<file path="src/rtl/au_pkg.sv">
// Shared types and constants for the add/subtract unit arbiter.
// Mode encodings and the request/response record layouts used around the au block.
package au_pkg;

  localparam int AU_WIDTH = 32;
  localparam int AU_IDW   = 3;

  localparam logic AU_MODE_ADD = 1'b0;
  localparam logic AU_MODE_SUB = 1'b1;

  typedef struct packed {
    logic [AU_WIDTH-1:0] ra;
    logic [AU_WIDTH-1:0] rb;
    logic                mode;
  } au_req_t;

  typedef struct packed {
    logic [AU_IDW-1:0]   id;
    logic [AU_WIDTH-1:0] out;
    logic                ucmp;
    logic                scmp;
  } au_rsp_t;

  // Index following idx in a ring of n entries.
  function automatic logic [AU_IDW-1:0] au_rr_next(input logic [AU_IDW-1:0] idx,
                                                   input int unsigned n);
    logic [AU_IDW-1:0] nxt;
    nxt = idx + AU_IDW'(1);
    if (int'(idx) == int'(n) - 1) nxt = '0;
    return nxt;
  endfunction

endpackage

</file>
<file path="src/rtl/au_arbiter_rr_arbiter.sv">
// Combinational round-robin picker: first set req at or after ptr, wrapping.
// Holds no state; the pointer lives in the caller.
module rr_arbiter #(
  parameter int N  = 2,
  parameter int PW = (N > 1) ? $clog2(N) : 1
) (
  input  logic [N-1:0]  req,
  input  logic [PW-1:0] ptr,
  input  logic          enable,
  output logic [N-1:0]  grant,
  output logic [PW-1:0] grant_idx,
  output logic          any
);

  logic [PW:0] w_cand;

  always_comb begin
    grant     = '0;
    grant_idx = '0;
    any       = 1'b0;
    w_cand    = '0;
    for (int k = 0; k < N; k++) begin
      w_cand = {1'b0, ptr} + (PW+1)'(k);
      if (w_cand >= (PW+1)'(N)) w_cand = w_cand - (PW+1)'(N);
      for (int i = 0; i < N; i++) begin
        if (enable && !any && req[i] && (w_cand == (PW+1)'(i))) begin
          grant[i]  = 1'b1;
          grant_idx = PW'(i);
          any       = 1'b1;
        end
      end
    end
  end

endmodule

</file>
<file path="src/rtl/au_arbiter.sv">
// Round-robin sharing of one combinational add/sub unit among NREQ requesters,
// with a one-entry tagged response register. AU_ARB_LOCK_EN adds hold-grant locking.
module au_arbiter
  import au_pkg::*;
#(
  parameter int WIDTH = 32,
  parameter int NREQ  = 2,
  parameter int IDW   = (NREQ > 1) ? $clog2(NREQ) : 1
) (
  input  logic                  clk,
  input  logic                  rst_n,
  input  logic [NREQ-1:0]       req_valid,
  output logic [NREQ-1:0]       req_ready,
  input  logic [NREQ*WIDTH-1:0] req_ra,
  input  logic [NREQ*WIDTH-1:0] req_rb,
  input  logic [NREQ-1:0]       req_mode,
  input  logic [NREQ-1:0]       req_lock,
  output logic [WIDTH-1:0]      au_ra,
  output logic [WIDTH-1:0]      au_rb,
  output logic                  au_mode,
  input  logic [WIDTH-1:0]      au_out,
  input  logic                  au_ucmp,
  input  logic                  au_scmp,
  output logic                  rsp_valid,
  input  logic                  rsp_ready,
  output logic [IDW-1:0]        rsp_id,
  output logic [WIDTH-1:0]      rsp_out,
  output logic                  rsp_ucmp,
  output logic                  rsp_scmp
);

  logic [IDW-1:0]   r_ptr;
  logic             r_rsp_valid;
  logic [IDW-1:0]   r_rsp_id;
  logic [WIDTH-1:0] r_rsp_out;
  logic             r_rsp_ucmp;
  logic             r_rsp_scmp;

  logic             w_slot_free;
  logic [NREQ-1:0]  w_req_eff;
  logic [NREQ-1:0]  w_grant;
  logic [IDW-1:0]   w_gidx;
  logic             w_any;
  logic [IDW-1:0]   w_ptr_nxt;
  logic             w_hold_ptr;

  assign w_slot_free = !r_rsp_valid || rsp_ready;
  assign w_ptr_nxt   = (w_gidx == IDW'(NREQ-1)) ? '0 : w_gidx + IDW'(1);

`ifdef AU_ARB_LOCK_EN
  logic           r_lock_active;
  logic [IDW-1:0] r_lock_id;
  logic [NREQ-1:0] w_lock_mask;

  // While locked, the owner is the only eligible requester even when idle.
  assign w_lock_mask = NREQ'(1) << r_lock_id;
  assign w_req_eff   = r_lock_active ? (req_valid & w_lock_mask) : req_valid;
  assign w_hold_ptr  = req_lock[w_gidx];

  always_ff @(posedge clk or negedge rst_n) begin
    if (!rst_n) begin
      r_lock_active <= 1'b0;
      r_lock_id     <= '0;
    end else if (w_any) begin
      if (req_lock[w_gidx]) begin
        r_lock_active <= 1'b1;
        r_lock_id     <= w_gidx;
      end else begin
        r_lock_active <= 1'b0;
      end
    end
  end
`else
  logic w_unused_lock;

  assign w_unused_lock = ^req_lock;
  assign w_req_eff     = req_valid;
  assign w_hold_ptr    = 1'b0;
`endif

  rr_arbiter #(
    .N  (NREQ),
    .PW (IDW)
  ) u_rr (
    .req       (w_req_eff),
    .ptr       (r_ptr),
    .enable    (w_slot_free),
    .grant     (w_grant),
    .grant_idx (w_gidx),
    .any       (w_any)
  );

  assign req_ready = w_grant;

  // Idle unit sees all-zero add operands so it does not toggle.
  always_comb begin
    au_ra   = '0;
    au_rb   = '0;
    au_mode = AU_MODE_ADD;
    for (int i = 0; i < NREQ; i++) begin
      if (w_grant[i]) begin
        au_ra   = au_ra | req_ra[i*WIDTH +: WIDTH];
        au_rb   = au_rb | req_rb[i*WIDTH +: WIDTH];
        au_mode = au_mode | req_mode[i];
      end
    end
  end

  always_ff @(posedge clk or negedge rst_n) begin
    if (!rst_n) begin
      r_ptr <= '0;
    end else if (w_any && !w_hold_ptr) begin
      r_ptr <= w_ptr_nxt;
    end
  end

  // A grant implies the slot is free, so capture also covers drain-and-refill.
  always_ff @(posedge clk or negedge rst_n) begin
    if (!rst_n) begin
      r_rsp_valid <= 1'b0;
      r_rsp_id    <= '0;
      r_rsp_out   <= '0;
      r_rsp_ucmp  <= 1'b0;
      r_rsp_scmp  <= 1'b0;
    end else if (w_any) begin
      r_rsp_valid <= 1'b1;
      r_rsp_id    <= w_gidx;
      r_rsp_out   <= au_out;
      r_rsp_ucmp  <= au_ucmp;
      r_rsp_scmp  <= au_scmp;
    end else if (rsp_ready) begin
      r_rsp_valid <= 1'b0;
    end
  end

  assign rsp_valid = r_rsp_valid;
  assign rsp_id    = r_rsp_id;
  assign rsp_out   = r_rsp_out;
  assign rsp_ucmp  = r_rsp_ucmp;
  assign rsp_scmp  = r_rsp_scmp;

endmodule
</file>
<file path="config.mk">
export PLATFORM = sky130hd
export DESIGN_NAME = au_arbiter
export DESIGN_NICKNAME = d
export VERILOG_FILES = /design/src/rtl/au_pkg.sv /design/src/rtl/au_arbiter_rr_arbiter.sv /design/src/rtl/au_arbiter.sv
export SDC_FILE = /design/constraint.sdc
export NUM_CORES = 1
export LEC_CHECK = 0
export ABC_AREA = 1
export BUFFER_PORTS_ARGS = -buffer_cell sky130_fd_sc_hd__buf_4
export CORE_AREA = 2 2 106 108
export CTS_BUF_LIST = sky130_fd_sc_hd__clkbuf_8
export DETAILED_ROUTE_END_ITERATION = 16
export DIE_AREA = 0 0 108 110
export PLACE_DENSITY = 0.56
export REMOVE_ABC_BUFFERS = 1
export SYNTH_ARGS = -nofsm -noshare
export SYNTH_HDL_FRONTEND = slang
export SYNTH_SLANG_ARGS = --single-unit
</file>
<file path="constraint.sdc">
create_clock -name clk -period 3.15 [get_ports clk]
set_input_delay 0.315 -clock clk [delete_from_list [all_inputs] [get_ports clk]]
set_output_delay 0.315 -clock clk [all_outputs]
set_load 0.1 [all_outputs]
</file>
==> metrics.csv, run 1 <==
stage,metric,value,unit
status,status,"finished, final reports clean",
finish,Finished Cell Area,4720,sq um
synthesis,number of synthesis warnings,0,
global_routing,vias in the first global route,3089,
critical_path,"reg-to-reg slack, setup",1.45,ns
critical_path,R2R cell count,4,
routing,post-route ant nets,0,
worst_hold_path,HP Class,in2reg,
critical_path,WP data required,2.83,ns
synthesis,most frequent cell after synthesis,nand3_1,
critical_path,critical path class,reg2out,
finish,"Core Util, Final",44.1,%
finish,Synth-to-Final Area Change,86.1,%
sta,Max Freq,0.414,GHz
clock_network,CTS buffer count,5,
place,Port Buffer Count,271,
sta,Worst-Margin Slew,0.722,ns
sta,relative slew slack,51.8,%
synthesis,mean area per synthesized cell,6.58,sq um
sta,WHS,0.273,ns
critical_path,reg-to-reg endpoint,rsp_out[25],
place,placer congestion estimate,0.765,
clock_network,CTS tree,done,
power_and_ir_drop,P_int,1140,uW
worst_hold_path,worst hold endpoint,rsp_out[16],
routing,Vias/cell,4.45,
sta,Final Max Tran Viols,0,
floorplanning,row count,38,
synthesis,Yosys cell types,15,
power_and_ir_drop,switching pwr,1800,uW
global_routing,antenna violations before repair,0,
critical_path,CP Cell Sequence,a21boi_4 -> buf_4 -> nand3_1 -> nand2_1 -> buf_4,
power_and_ir_drop,worst ir drop on vdd,0.314,mV
critical_path,"Arr. time, crit path",2.10,ns
sta,fin crit period,2.41,ns
synthesis,"Seq/Total Area, Yosys",36.5,%
power_and_ir_drop,Reg power frac,20.0,%
critical_path,Buf/Inv on CP,2,
worst_hold_path,critical hold path startpoint,au_out[16],
finish,final layout net count,806,
floorplanning,Die X,108,microns
power_and_ir_drop,leakage power,0.00275,uW
critical_path,Crit path top cell by count,buf_4,
global_routing,total global routing overflow,0,
sta,clk_skew,0.0102,ns
synthesis,async set or reset register ratio after synthesis,100,%
sta,endpoints failing setup,0,
critical_path,worst-path fanout max,65,
global_routing,All-Layer GR Usage,16.9,%
global_routing,maximum number of pins on one net before global-route repair,69,
synthesis,Synth area leader,dfrtp_1,
clock_network,H-tree depth,2,
place,"Cell Area, Placed",4620,sq um
place,Final HPWL DP,8650,microns
routing,# DRC,0,
floorplanning,Core ar.,10700,sq um
critical_path,"slowest stage cell, crit path",buf_4,
routing,Routed WL per cell,14.6,microns
clock_network,Clock transition at path regs,0.08,ns
synthesis,cells after synthesis,385,
sta,fin crit share,76.6,%
critical_path,Worst path top cell family by delay,buffers and inverters,
finish,Ant. Diodes,0,
power_and_ir_drop,Comb power frac,69.2,%
critical_path,reg-to-reg startpoint,rsp_valid,
synthesis,Commonest cells post-synth,"130 x nand3_1, 105 x nand2_1, 38 x inv_1",
synthesis,post-synth top area share,36.5,%
critical_path,CP endpoint kind,primary output,
floorplanning,Initial Util,23.7,%
routing,drt initial violations,326,
synthesis,Synth Register Bits,37,
critical_path,startpoint types,flop,
power_and_ir_drop,clock share of power,10.8,%
power_and_ir_drop,Net Sw Frac,61.3,%
power_and_ir_drop,PwrDens,623,nW/um^2
sta,RSZ-0062 raised after global routing,no,
synthesis,number of flops mapped to enable cells by yosys,0,
clock_network,worst skew pair latency,0.29,ns
worst_hold_path,Hold Path Stages,3,
flow_run,max_cap viols,0,
finish,share of post-route cells with drive strength above 1,45.4,%
floorplanning,die height,110,microns
floorplanning,# IOs,274,
sta,Hold Fails Final Rpt,0,
clock_network,Root Buffer,clkbuf_8,
global_routing,first-pass GRT wire length,16000,microns
routing,via count,3448,
clock_network,clk buf depth,2,
routing,final wirelength,11300,microns
critical_path,Critical Path Max Stage Delay,0.51,ns
clock_network,clk sinks,37,
power_and_ir_drop,Pwr Total,2940,uW
synthesis,synth top area cells,"dfrtp_1 37%, nand3_1 26%, nand2_1 16%",
routing,DRT Pass-1 Iters,4,
synthesis,Synth Cell Area,2530,sq um
synthesis,Synth Flop Type,dfrtp_1,
floorplanning,Die ar.,11900,sq um
-- how the worst max path moves through the flow --
stage,startpoint,to,slack (ns),depth (start not counted)
after floorplan,rsp_valid,req_ready[0],-0.69,3
after global placement,rsp_ready,au_rb[14],1.06,7
after detailed placement,rsp_valid,au_rb[14],1.05,5
after CTS,rsp_valid,au_rb[14],0.72,5
after global routing,rsp_valid,au_ra[25],0.60,5
final,rsp_valid,au_ra[10],0.74,5
-- cell usage in the layout, fill, tap and decap left out --
master,count
o21ai_0,35
a21oi_4,1
buf_4,276
nand3_2,1
o21ai_4,1
dlygate4sd3_1,1
nand2_1,104
a21boi_4,1
nand2_2,1
clkbuf_8,5
a21oi_1,1
buf_12,1
clkinv_4,1
dfrtp_1,37
nand3_1,130
inv_1,39
-- layout make-up --
| type | count | area [sq um] |
|---|---|---|
| well taps | 140 | 175 |
| inverters | 38 | 143 |
| multi-input cells | 275 | 1290 |
| repair buffers | 278 | 2100 |
| fillers | 1098 | 5980 |
| clock buffers | 5 | 68.8 |
| clock inverters | 2 | 12.5 |
| flip-flops and latches | 37 | 926 |
-- sequential cells by signal, summed over array words and instances (netlist names) --
signal	flops
rsp_id	1
rsp_valid	1
rsp_out	32
rsp_scmp	1
rsp_ucmp	1
r_ptr	1
-- through the flow --
stage,setup TNS (ns),cells,setup WS (ns)
2_1_floorplan,-23.99,350,-0.685
3_3_place_gp,0,767,1.06
3_5_place_dp,0,767,1.05
4_1_cts,0,775,0.723
5_1_grt,0,775,0.596
6_report,0,775,0.737
-- cell families (layout without fill, tap and decap cells) --
kind of cell	Yosys count	in the layout	share of synthesized area [%]
buffers and inverters	73	323	13.6
and+or+nand+nor	236	236	41.6
AOI/OAI and AO/OA	39	39	8.25
DFF	37	37	36.5
-- power groups by stage --
stage | Combinational, uW | Clock, uW | Sequential (uW)
CTS | 2040 | 329 | 587
detailed placement | 2040 | 0 | 593
floorplan | 1000 | 0 | 1080
global placement | 2040 | 0 | 592
finish | 2030 | 317 | 586
global route | 2110 | 355 | 594
-- routing by layer --
metal | vias to the layer above | part of all wire, % | GRT usage, %
li1 | 1753 | - | -
met1 | 1529 | 37 | 19.1
met2 | 149 | 53 | 31.5
met3 | 17 | 8.1 | 4.23
met4 | 0 | 2.2 | 4.95
met5 | - | 0 | 0
-- worst register-to-register path, cell delays in order (launching register included) --
cell and delay, ns:
dfrtp_1 0.49, nand2_1 0.19, o21ai_4 0.24, buf_4 0.46, o21ai_0 0.17
-- what timing repair did --
action	in CTS	in global routing
hold endpoints to repair	32	0
buffers inserted	0	0
resized for setup	0	0
hold buffers	1	0
No activity file was read; power rests on OpenSTA's default activity.
==> inputs of run 2 (changes only) <==
Settings changed: CORE_AREA 2 2 106 108 to 2 2 107 109, DIE_AREA 0 0 108 110 to 0 0 109 111, PLACE_DENSITY 0.56 to 0.55.
Clock period 3.15 ns to 2.48 ns, I/O delays scaled along.
==> metrics.csv, run 2 (synthesis gave the netlist of run 1 again) <==
stage,metric,value,unit
status,status,"finished, final reports clean",
floorplanning,Core ar.,11100,sq um
routing,DRT met1 WL,4130,microns
routing,WL met3,1220,microns
floorplanning,Initial Util,22.9,%
global_routing,total global routing overflow,0,
worst_hold_path,critical hold path startpoint,au_out[18],
sta,endpoints failing setup,0,
routing,# DRC,0,
finish,"most common cell after layout, fill and taps aside",buf_4,
critical_path,Critical Path Source,rsp_valid,
floorplanning,die height,111,microns
critical_path,reg-to-reg endpoint,rsp_id,
finish,"commonest cells after routing, fill and taps aside","274 x buf_4, 130 x nand3_1, 104 x nand2_1",
power_and_ir_drop,switching pwr,2300,uW
clock_network,Post-CTS Setup Inserts,0,
power_and_ir_drop,P_int,1520,uW
floorplanning,Die ar.,12100,sq um
sta,Final Max Tran Viols,0,
finish,max reg flops,32,
critical_path,WP data required,2.23,ns
routing,DRT Pass-1 Iters,4,
power_and_ir_drop,clock share of power,12.6,%
floorplanning,# IOs,274,
finish,Synth-to-Final Area Change,89.0,%
global_routing,vias in the first global route,3128,
clock_network,Clock transition at path regs,0.08,ns
finish,Ant. Diodes,0,
critical_path,Crit path top cell by count,nand2_1,
sta,Hold Fails Final Rpt,0,
routing,Vias/cell,4.40,
routing,top layer used by detailed routing,met4,
clock_network,worst skew pair latency,0.29,ns
routing,met2 routed WL,5050,microns
critical_path,startpoint types,flop,
clock_network,cts repair resizes,0,
power_and_ir_drop,Net Sw Frac,60.1,%
worst_hold_path,worst hold endpoint,rsp_out[18],
routing,via count,3429,
global_routing,maximum number of pins on one net before global-route repair,72,
flow_run,max_cap viols,0,
critical_path,critical path class,reg2out,
critical_path,"Arr. time, crit path",1.92,ns
place,Port Buffer Count,271,
worst_hold_path,HP Class,in2reg,
sta,Max Freq,0.460,GHz
sta,relative slew slack,69.0,%
global_routing,All-Layer GR Usage,16.2,%
clock_network,Root Buffer,clkbuf_8,
finish,final layout net count,807,
clock_network,H-tree depth,2,
critical_path,reg-to-reg startpoint,rsp_valid,
place,placer congestion estimate,0.852,
clock_network,clk buf depth,2,
sta,fin crit share,87.6,%
place,"worst slack, placed",0.592,ns
power_and_ir_drop,PwrDens,797,nW/um^2
critical_path,worst-path fanout max,67,
routing,final wirelength,10600,microns
clock_network,hold_buf cts,1,
power_and_ir_drop,leakage power,0.00277,uW
routing,drt initial violations,291,
sta,WHS,0.209,ns
global_routing,antenna violations before repair,0,
critical_path,Critical Path Max Stage Delay,0.48,ns
critical_path,CP Cell Sequence,nand2_1 -> nand3_2 -> buf_12 -> nand3_1 -> nand2_1 -> buf_4,
floorplanning,row count,39,
critical_path,CP endpoint kind,primary output,
place,Final HPWL DP,8070,microns
routing,post-route ant nets,0,
critical_path,Worst path top cell family by delay,buffers and inverters,
sta,clk_skew,0.00418,ns
clock_network,clk sinks,37,
floorplanning,Die X,109,microns
power_and_ir_drop,Reg power frac,19.5,%
power_and_ir_drop,Comb power frac,67.9,%
clock_network,CTS tree,done,
critical_path,R2R cell count,5,
power_and_ir_drop,worst ir drop on vdd,0.455,mV
critical_path,"slowest stage cell, crit path",dfrtp_1,
finish,"Core Util, Final",43.2,%
finish,share of post-route cells with drive strength above 1,45.7,%
critical_path,Buf/Inv on CP,2,
sta,fin crit period,2.17,ns
sta,setup ws final,0.308,ns
global_routing,first-pass GRT wire length,15800,microns
sta,Worst-Margin Slew,0.465,ns
clock_network,CTS buffer count,5,
critical_path,"reg-to-reg slack, setup",1.16,ns
routing,Routed WL per cell,13.6,microns
sta,RSZ-0062 raised after global routing,no,
worst_hold_path,Hold Path Stages,3,
run 2: tightest hold or removal path, stage by stage:
cell	delay [ns]
buf_4	0.10
inv_1	0.03
o21ai_0	0.07
run 2: metal layers:
metal	GRT usage, %	vias to the layer above
met5	0	-
met4	3.76	0
met3	5.53	15
met2	27.2	169
met1	19.8	1491
li1	-	1754
run 2: area by class of cell:
cell class	count	area, sq um
inverter	38	143
fill	1122	6290
sequential	37	926
multi-input combinational	275	1290
clock buffer	7	96.3
timing repair buffer	279	2150
tap	143	179
clock inverter	1	8.76
run 2: how the worst max path moves through the flow:
stage,depth (start not counted),end,slack [ns]
2_1_floorplan,3,req_ready[0],-1.29
3_3_place_gp,8,au_ra[10],0.62
3_5_place_dp,8,au_rb[20],0.59
4_1_cts,6,au_rb[20],0.30
5_1_grt,6,au_rb[20],0.20
6_report,6,au_rb[20],0.31
run 2: through the flow:
stage | instance area (sq um) | cells | TNS (ns) | power, uW
2_1_floorplan | 2330 | 350 | -64.76 | 2640
3_3_place_gp | 4670 | 771 | 0 | 3350
3_5_place_dp | 4670 | 771 | 0 | 3360
4_1_cts | 4790 | 780 | 0 | 3850
5_1_grt | 4790 | 780 | 0 | 3980
6_report | 4790 | 780 | 0 | 3820
run 2: power by group through the flow:
stage	Sequential [uW]	Clock, uW	Combinational, uW
final	746	482	2590
after CTS	747	492	2610
after global placement	752	0	2600
after detailed placement	755	0	2600
after floorplan	1370	0	1270
after global routing	758	526	2700
==> inputs of run 3 (changes only) <==
Settings changed: PLACE_DENSITY 0.55 to 0.57.
Clock period 2.48 ns to 1.9 ns, I/O delays scaled along.
==> metrics.csv, run 3 (synthesis gave the netlist of run 1 again) <==
stage,metric,value,unit
status,status,"finished, final reports clean",
finish,max reg flops,32,
finish,final layout net count,820,
critical_path,Worst path top cell family by delay,buffers and inverters,
routing,DRT Pass-1 Iters,4,
finish,share of post-route cells with drive strength above 1,55.8,%
power_and_ir_drop,Net Sw Frac,56.4,%
critical_path,"reg-to-reg slack, setup",0.47,ns
sta,Max Freq,0.527,GHz
routing,via count,3788,
sta,fin crit share,99.8,%
power_and_ir_drop,Comb power frac,71.6,%
sta,Worst-Margin Slew,0.477,ns
finish,Fill cells,986,
finish,Synth-to-Final Area Change,135,%
sta,Final Max Tran Viols,0,
critical_path,reg-to-reg endpoint,rsp_out[10],
finish,"Core Util, Final",53.8,%
critical_path,worst-path fanout max,8,
routing,drt initial violations,318,
flow_run,max_cap viols,0,
sta,endpoints failing setup,0,
place,Final HPWL DP,8460,microns
critical_path,"Arr. time, crit path",1.71,ns
finish,Multi-input gate area,1480,sq um
global_routing,total global routing overflow,0,
critical_path,critical path depth,6,
power_and_ir_drop,switching pwr,3200,uW
routing,Vias/cell,4.78,
finish,Reg area,927,sq um
clock_network,H-tree depth,2,
power_and_ir_drop,leakage power,0.00310,uW
power_and_ir_drop,clock share of power,11.2,%
critical_path,"slowest stage cell, crit path",dfrtp_2,
finish,"most common cell after layout, fill and taps aside",buf_4,
critical_path,R2R cell count,4,
clock_network,CTS buffer count,5,
sta,clk_skew,0.00398,ns
place,"worst slack, placed",0.178,ns
power_and_ir_drop,Reg power frac,17.1,%
critical_path,WP data required,1.71,ns
critical_path,Crit path top cell by count,buf_12,
global_routing,All-Layer GR Usage,17.8,%
critical_path,CP Cell Sequence,a21oi_4 -> buf_12 -> clkbuf_16 -> nand3_1 -> nand2_2 -> buf_12,
finish,Ant. Diodes,0,
finish,fin cells,793,
worst_hold_path,critical hold path startpoint,au_out[23],
critical_path,startpoint types,flop,
floorplanning,Die ar.,12100,sq um
critical_path,Critical Path Max Stage Delay,0.46,ns
global_routing,vias in the first global route,3439,
global_routing,antenna violations before repair,0,
sta,setup ws final,0.00425,ns
critical_path,Buf/Inv on CP,3,
clock_network,clk buf depth,2,
sta,relative slew slack,68.2,%
clock_network,Clock transition at path regs,0.08,ns
floorplanning,Initial Util,22.9,%
sta,fin crit period,1.90,ns
floorplanning,row count,39,
power_and_ir_drop,Pwr Total,5660,uW
finish,"commonest cells after routing, fill and taps aside","208 x buf_4, 124 x nand3_1, 61 x buf_12",
clock_network,clk sinks,37,
clock_network,CTS tree,done,
routing,final wirelength,13300,microns
routing,# DRC,0,
power_and_ir_drop,worst ir drop on vdd,0.687,mV
place,placer congestion estimate,0.823,
floorplanning,Core ar.,11100,sq um
power_and_ir_drop,P_int,2470,uW
clock_network,Root Buffer,clkbuf_8,
place,Port Buffer Count,271,
global_routing,first-pass GRT wire length,17300,microns
floorplanning,Die X,109,microns
routing,post-route ant nets,0,
clock_network,worst skew pair latency,0.29,ns
sta,RSZ-0062 raised after global routing,yes,
power_and_ir_drop,PwrDens,950,nW/um^2
routing,Routed WL per cell,16.8,microns
critical_path,critical path class,reg2out,
worst_hold_path,HP Class,in2reg,
global_routing,maximum number of pins on one net before global-route repair,38,
floorplanning,# IOs,274,
place,placed insts,774,
critical_path,CP endpoint kind,primary output,
worst_hold_path,Hold Path Stages,3,
worst_hold_path,worst hold endpoint,rsp_out[23],
sta,Hold Fails Final Rpt,0,
floorplanning,die height,111,microns
critical_path,reg-to-reg startpoint,rsp_valid,
run 3: cell count changes in the layout (fill, tap and decap cells not counted), sizes merged:
cell and change:
buf +9, clkbuf +4
run 3: through the flow:
stage / setup TNS [ns] / area (sq um) / hold WS [ns]
floorplan: -110.91 / 2330 / -0.106
global placement: 0 / 4720 / 0.184
detailed placement: 0 / 4720 / 0.191
CTS: -0.0105 / 5120 / 0.142
global route: -1.75 / 5960 / 0.141
finish: 0 / 5960 / 0.151
run 3: area by class of cell:
type / count / area share [%]
clock buffers: 7 / 1.62
clock inverters: 1 / 0.147
inverters: 38 / 2.39
multi-input cells: 275 / 24.8
flip-flops and latches: 37 / 15.6
well taps: 143 / 3.00
repair buffers: 292 / 52.4
run 3: power groups by stage:
| stage | registers (uW) | logic, uW | clock network (uW) |
|---|---|---|---|
| global placement | 980 | 3410 | 0 |
| floorplan | 1790 | 1660 | 0 |
| global route | 989 | 4190 | 693 |
| CTS | 973 | 3590 | 654 |
| detailed placement | 985 | 3430 | 0 |
| finish | 971 | 4060 | 636 |
run 3: worst max path at each step:
stage	startpoint	endpoint
after global routing	rsp_valid	au_rb[5]
after global placement	rsp_valid	au_rb[11]
after detailed placement	rsp_valid	au_rb[11]
after CTS	rsp_valid	req_ready[0]
after floorplan	rsp_valid	req_ready[0]
final	rsp_valid	au_rb[5]
run 3: worst min-delay path, stage by stage:
cell and delay [ns]:
buf_4 0.11, inv_1 0.04, o21ai_0 0.07
run 3: per-layer routing:
layer	GRT usage, %	part of all wire [%]
met1	19.4	36
met3	3.88	8.7
met4	4.44	3.0
met2	34.1	52
met5	0	0
run 3: repair_timing:
action,4_1_cts,5_1_grt
gates cloned,1,7
endpoints found under the hold margin,37,0
endpoints found under the setup margin,67,67
setup buffers,0,2
pin swaps,1,8
gates resized for setup,71,176
hold buffers,1,0
